$ cat src/rtl/imem_loader_pkg.sv
// Shared definitions for the instruction-memory boot loader: FSM encoding and
// field widths of the length and checksum fields.
package imem_loader_pkg;

    localparam int LEN_W  = 16;
    localparam int CSUM_W = 8;

    typedef enum logic [2:0] {
        LEN_HI  = 3'd0,
        LEN_LO  = 3'd1,
        PAYLOAD = 3'd2,
        CSUM    = 3'd3,
        RUN     = 3'd4,
        FAIL    = 3'd5
    } load_state_t;

endpackage

$ cat src/rtl/imem_loader.sv
// Boot loader: parses a length-prefixed, XOR-checksummed byte stream into
// 32-bit instruction-memory writes, then releases the CPU on a good checksum.
//
// state   | meaning
// LEN_HI  | waiting for length MSB
// LEN_LO  | waiting for length LSB, range-check N
// PAYLOAD | assembling big-endian words, one write per 4 bytes
// CSUM    | waiting for the checksum byte
// RUN     | image verified, CPU released (terminal)
// FAIL    | bad length or checksum, CPU held (terminal)
module imem_loader
    import imem_loader_pkg::*;
#(
    parameter int unsigned MAX_WORDS = 256,
    parameter logic [31:0] BASE_ADDR = 32'h0000_0000
) (
    input  logic        clk,
    input  logic        reset,
    input  logic        byte_valid,
    input  logic [7:0]  byte_data,
    output logic        byte_ready,
    output logic        imem_we,
    output logic [31:0] imem_addr,
    output logic [31:0] imem_wdata,
    output logic        cpu_hold,
    output logic        done,
    output logic        err
);

    localparam logic [31:0] MAX_W32 = 32'(MAX_WORDS);

    load_state_t       state, state_nxt;
    logic              armed;
    logic [LEN_W-1:0]  n_reg;
    logic [LEN_W-1:0]  word_cnt;
    logic [1:0]        byte_cnt;
    logic [CSUM_W-1:0] csum;
    logic [23:0]       word_sr;
    logic [LEN_W-1:0]  len_full;
    logic              xfer;
    logic              last_byte;

    // armed keeps byte_ready low while in reset and raises it on the first edge after
    assign byte_ready = armed && (state != RUN) && (state != FAIL);
    assign xfer       = byte_valid && byte_ready;
    assign len_full   = {n_reg[LEN_W-1:8], byte_data};
    assign last_byte  = (byte_cnt == 2'd3) && (word_cnt == n_reg - LEN_W'(1));

    assign cpu_hold = (state != RUN);
    assign done     = (state == RUN);
    assign err      = (state == FAIL);

    always_ff @(posedge clk or negedge reset) begin
        if (!reset) state <= LEN_HI;
        else        state <= state_nxt;
    end

    always_comb begin
        state_nxt = state;
        case (state)
            LEN_HI: if (xfer) state_nxt = LEN_LO;
            LEN_LO: begin
                if (xfer) begin
                    if (len_full == '0)               state_nxt = CSUM;
                    else if (32'(len_full) > MAX_W32) state_nxt = FAIL;
                    else                              state_nxt = PAYLOAD;
                end
            end
            PAYLOAD: if (xfer && last_byte) state_nxt = CSUM;
            CSUM: begin
                if (xfer) state_nxt = (byte_data == csum) ? RUN : FAIL;
            end
            default: state_nxt = state;
        endcase
    end

    always_ff @(posedge clk or negedge reset) begin
        if (!reset) begin
            armed      <= 1'b0;
            n_reg      <= '0;
            word_cnt   <= '0;
            byte_cnt   <= '0;
            csum       <= '0;
            word_sr    <= '0;
            imem_we    <= 1'b0;
            imem_addr  <= BASE_ADDR;
            imem_wdata <= '0;
        end else begin
            armed   <= 1'b1;
            imem_we <= 1'b0;
            if (xfer) begin
                case (state)
                    LEN_HI: n_reg[LEN_W-1:8] <= byte_data;
                    LEN_LO: n_reg[7:0]       <= byte_data;
                    PAYLOAD: begin
                        csum     <= csum ^ byte_data;
                        byte_cnt <= byte_cnt + 2'd1;
                        word_sr  <= {word_sr[15:0], byte_data};
                        // word complete: strobe next cycle while the stream keeps flowing
                        if (byte_cnt == 2'd3) begin
                            imem_we    <= 1'b1;
                            imem_wdata <= {word_sr, byte_data};
                            imem_addr  <= BASE_ADDR + 32'({word_cnt, 2'b00});
                            word_cnt   <= word_cnt + LEN_W'(1);
                        end
                    end
                    default: ;
                endcase
            end
        end
    end

endmodule

$ cat config.mk
export PLATFORM = sky130hd
export DESIGN_NAME = imem_loader
export DESIGN_NICKNAME = d
export VERILOG_FILES = /design/src/rtl/imem_loader_pkg.sv /design/src/rtl/imem_loader.sv
export SDC_FILE = /design/constraint.sdc
export NUM_CORES = 1
export LEC_CHECK = 0
export CELL_PAD_IN_SITES_DETAIL_PLACEMENT = 0
export CELL_PAD_IN_SITES_GLOBAL_PLACEMENT = 2
export CORE_ASPECT_RATIO = 1.75
export CORE_UTILIZATION = 38
export DETAILED_ROUTE_END_ITERATION = 7
export PLACE_DENSITY = 0.89
export SLEW_MARGIN = 20
export SYNTH_ARGS = -nofsm -noshare
export SYNTH_HDL_FRONTEND = slang
export SYNTH_SLANG_ARGS = --single-unit
$ cat constraint.sdc
create_clock -name clk -period 5.1 [get_ports clk]
set_input_delay 0.765 -clock clk [delete_from_list [all_inputs] [get_ports clk]]
set_output_delay 0.765 -clock clk [all_outputs]
set_load 0.01 [all_outputs]
# After elaboration in Yosys (flattened, before gate mapping)

Index checks and enable logic that the tools add are counted.
Widths: inputs -> output; s select.

Register bits: 119
Input port bits: 11
Output and inout bits: 69

$add $sub $neg: 3
Order comparisons: 1
Equal/unequal tests: 14
Multiplexer cells: 11
Bitwise gates (word level): 1
Reductions and logical operators: 13

Operator list:

| operator              | number |
|---|---|
| $mux 3                | 6 |
| $add 16x1->16 const B | 1 |
| $eq 16x16->1          | 1 |
| $gt 16x9->1 const B   | 1 |
| $logic_not 16->1      | 1 |
| $sub 16x1->16 const B | 1 |
| $pmux 3 s4            | 1 |
| $eq 8x8->1            | 1 |
| $ne 2x2->1 const B    | 4 |
| $xor 8x8->8           | 1 |
| $eq 3x2->1 const B    | 2 |
| $eq 3x3->1 const B    | 2 |
| $ne 3x3->1 const B    | 2 |
| $reduce_and 2->1      | 3 |
| $logic_and 1x1->1     | 5 |
| $reduce_and 5->1      | 1 |
| $mux 1                | 4 |
| $reduce_bool 4->1     | 1 |
| $eq 3x1->1 const B    | 1 |
| $logic_not 3->1       | 1 |
| $reduce_and 3->1      | 1 |
| $add 2x1->2 const B   | 1 |
| $eq 2x2->1 const B    | 1 |

# Longest topological paths before layout

Depth in word-level cells: 7
Mapped depth: 8
Gate-level depth less buffers: 8

# Worst setup path before layout

No wires, ideal clock.

Path kind: register to register
Start point: register n_reg[0]
End point: register state[0]
Setup time: 0.092 ns
Data arrival time: 2.216 ns
Required time: 5.008 ns
Path slack: 2.792 ns
Cell stages (with the launch flop): 8
Path buffers: 0
Clock period less this slack: 2.308 ns
Cells stage by stage: dfrtp_1 inv_1 ha_1 or4b_4 or4b_4 a311oi_2 o22ai_1 o31ai_2

Longest elaborated chain between the ends: 6

RTL lines:

| what                              | line              | source |
|---|---|---|
| from (decl)                       | imem_loader.sv:34 | `logic [LEN_W-1:0] n_reg;` |
| from (signal, indexed assignment) | imem_loader.sv:93 | `LEN_HI: n_reg[LEN_W-1:8] <= byte_data;` |
| from (signal assigned)            | imem_loader.sv:94 | `LEN_LO: n_reg[7:0] <= byte_data;` |
| $sub 16x1->16                     | imem_loader.sv:47 | `assign last_byte = (byte_cnt == 2'd3) && (word_cnt == n_reg - LEN_W'(1));` |
| $eq 16x16->1                      | imem_loader.sv:47 |  |
| $logic_and 1x1->1                 | imem_loader.sv:47 |  |
| $logic_and 1x1->1                 | imem_loader.sv:69 | `PAYLOAD: if (xfer && last_byte) state_nxt = CSUM;` |
| $ne 2x2->1 (no line)              | --                |  |
| $reduce_and 5->1 (no line)        | --                |  |
| to (signal assigned)              | imem_loader.sv:55 | `else state <= state_nxt;` |
| to (decl)                         | imem_loader.sv:32 | `load_state_t state, state_nxt;` |

Every way passes these cells.
A chain may end at the register's enable or synchronous reset.

# Worst setup path after layout

Start point: input byte_valid
End point: register state[0]

Longest elaborated chain between the ends: 4

RTL lines:

| what                           | line              | source |
|---|---|---|
| from (decl)                    | imem_loader.sv:19 | `input logic byte_valid,` |
| $logic_and 1x1->1 (*)          | imem_loader.sv:45 | `assign xfer = byte_valid && byte_ready;` |
| $logic_and 1x1->1              | imem_loader.sv:69 |  |
| $ne 2x2->1 (no line)           | --                |  |
| $reduce_and 5->1 (no line) (*) | --                |  |

Every way passes the cells marked *; elsewhere a longest branch is shown, timed or not.

==> metrics.txt <==
Reg2Reg Depth=7; PD cells=408 mW/mm2; Yosys reg bits=119; total of max-cap violations=0; H-tree Lvls=4; final non-filler cell total=718; post-synth top area cell=dfrtp_1; registers with the most flip-flops=imem_wdata: 32 flops, word_sr: 24 flops; Main synth FF type=dfrtp_1; highest achievable clock rate=0.351 GHz; Post-CTS Repair Setup Buffers=0; synthesis-to-finish area growth=24.4%; critical path startpoint category=input pin; die height=159 um; Largest register FFs=32; sequential area share after synthesis=55.8%; Critical Path Sink=state[0]; initial antenna violation count=0; IO Count=80; Synth area leaders=dfrtp_1 (56%), mux2_2 (14%), nand2_1 (6.5%); vias per inst=5.03; RSZ-0062 raised after global routing=false; area post-placement=0.00606 mm2; antenna cells=0; worst hold slack=0.404 ns; final wirelength=11800 um; Cell variety after synth=45; HPWL Detailed=8250 um; outcome=completed; clock sinks=119; Setup Skew=0.00557 ns; Hold WC Path Type=in -> async; vias in the first global route=3670; core footprint=0.0138 mm2; CTS buffer count=17; hold-fix buffers at CTS=0; VDD IR max=0.270 mV; Synth async-reset ratio=100%; DIE WIDTH=91.6 um; share of the synthesized area in the top cell type=55.8%; fin worst setup slack=2.25 ns; Via Count=3612; DRT antenna net count=0; first-pass GRT wire length=19400 um; GRT overflow=0; GPL Wtd Cong=0.862; critical path launch point=byte_valid; # setup viols final=0; Tightest Pin Transition=1.06 ns; Setup TNS Final=0 ns; WS Path Type=in -> reg; NumNets Final=542; Reg-to-Reg End=state[0]; pre-CTS setup slack=1.78 ns; Syn Inst Count=464; Clk Latency, worst-skew pair=0.41 ns; # port buffers=63; post-route cell area=0.00664 mm2; Initial Utilization=38.8%; EDFF count, synth=0; Arr. time, crit path=3.16 ns; number of cell rows=57; static leakage=3.14 nW; placed cell count=686; largest net degree at the start of global routing=91; period utilisation layout=55.8%; Pwr Total=2.71 mW; Hold Fails Final Rpt=0; Rel. slew slack=29.0%; CP Capture Type=flop; worst-path maximum fanout=24; clock buffer depth=2; post-layout util=48.3%; Worst EP required=5.42 ns; Residual DRC=0; Avg Cell Area, Syn=11.5 um2; die area=0.0145 mm2; worst reg2reg setup slack=2.49 ns; CTS resizes=0; post-route minimum period=2.85 ns; layout cells sized above 1=20.1%; fin. max-slew vios=0; Root Buffer Master=clkbuf_16; Netlist Area Pre-Place=0.00534 mm2; Pre-antenna DRT Iters=4; most common cell after layout, fill and taps aside=dfrtp_1; worst reg2reg startpoint=n_reg[0]; TritonCTS clock tree=built; CTS clk-pin slew, worst paths=0.06 ns; yosys warns=0; number of DRC markers in iteration 0=117; GR Util All Layers=17.5%; most frequent cells in the layout=dfrtp_1 (119), nand2_1 (93), mux2_2 (65); routed len/inst=16.5 um; largest reg by FF count=imem_wdata
[report_power, final]
group          leakage [nW]  switching (mW)  internal [mW]  total, mW
Clock                 0.275           0.462          0.679       1.14
Sequential             1.62           0.127           1.02       1.14
Combinational          1.24           0.219          0.205      0.425
[logic make-up (layout without fill, tap and decap cells)]
family                     count (synthesis)  after routing  share of synthesized area [%]
muxes                                     68             68                           14.3
AOI/OAI and AO/OA                         22             22                           3.02
xor gates and xnor gates                  49             49                           8.04
buffers and inverters                     42            104                           4.27
and+or+nand+nor                          159            159                           13.8
other                                      2             17                          0.141
DFF                                      119            119                           55.8
adders and majority gates                  3              3                          0.703
[synth_stat cells (2+ instances only)]
cell type and n:
nand3_1 6, o22ai_1 2, xor2_1 20, or4b_4 2, a21oi_1 3, xnor2_1 29
mux2_2 65, nor3_1 7, dfrtp_1 119, nor4_1 8, and4_1 2, o21ai_0 3
mux2i_1 3, ha_1 3, nand2_1 93, nand2b_1 2, nand4_1 7, nand3b_1 3
buf_4 16, and3_1 3, inv_1 7, clkbuf_1 15, a31oi_1 6, conb_1 2
nor2_1 18
[critical path, stage by stage]
cell	delay, ns
clkdlybuf4s50_1	0.48
nand3b_1	0.25
nor2_4	0.65
nand3_1	0.26
a2111oi_0	0.35
nand4_1	0.18
o31ai_2	0.21
[worst min-delay path by stage]
| stage | start | to | slack [ns] |
|---|---|---|---|
| after floorplan | word_sr[16] | word_sr[16] | 0.44 |
| after global placement | word_sr[20] | word_sr[20] | 0.46 |
| after detailed placement | word_sr[16] | word_sr[16] | 0.47 |
| after CTS | word_sr[23] | word_sr[23] | 0.48 |
| after global routing | reset | word_sr[13] | 0.49 |
| final | reset | imem_wdata[28] | 0.40 |
[per-layer routing]
| layer | routed length, um | track usage [%] | vias to the layer above | share of wire, % |
|---|---|---|---|---|
| li1 | - | - | 1669 | - |
| met1 | 4580 | 19.6 | 1806 | 39 |
| met2 | 6390 | 30.4 | 110 | 54 |
| met3 | 511 | 4.74 | 27 | 4.3 |
| met4 | 342 | 8.08 | 0 | 2.9 |
| met5 | 0 | 0 | - | 0 |
[cell type report]
type | instances | area [um2]
clock buffers | 17 | 425
clock inverters | 15 | 143
fillers | 1252 | 7120
inverters | 7 | 26.3
multi-input cells | 318 | 2200
flip-flops and latches | 119 | 2980
well taps | 177 | 221
repair buffers | 65 | 647
Power figures use the tool's default switching activity.
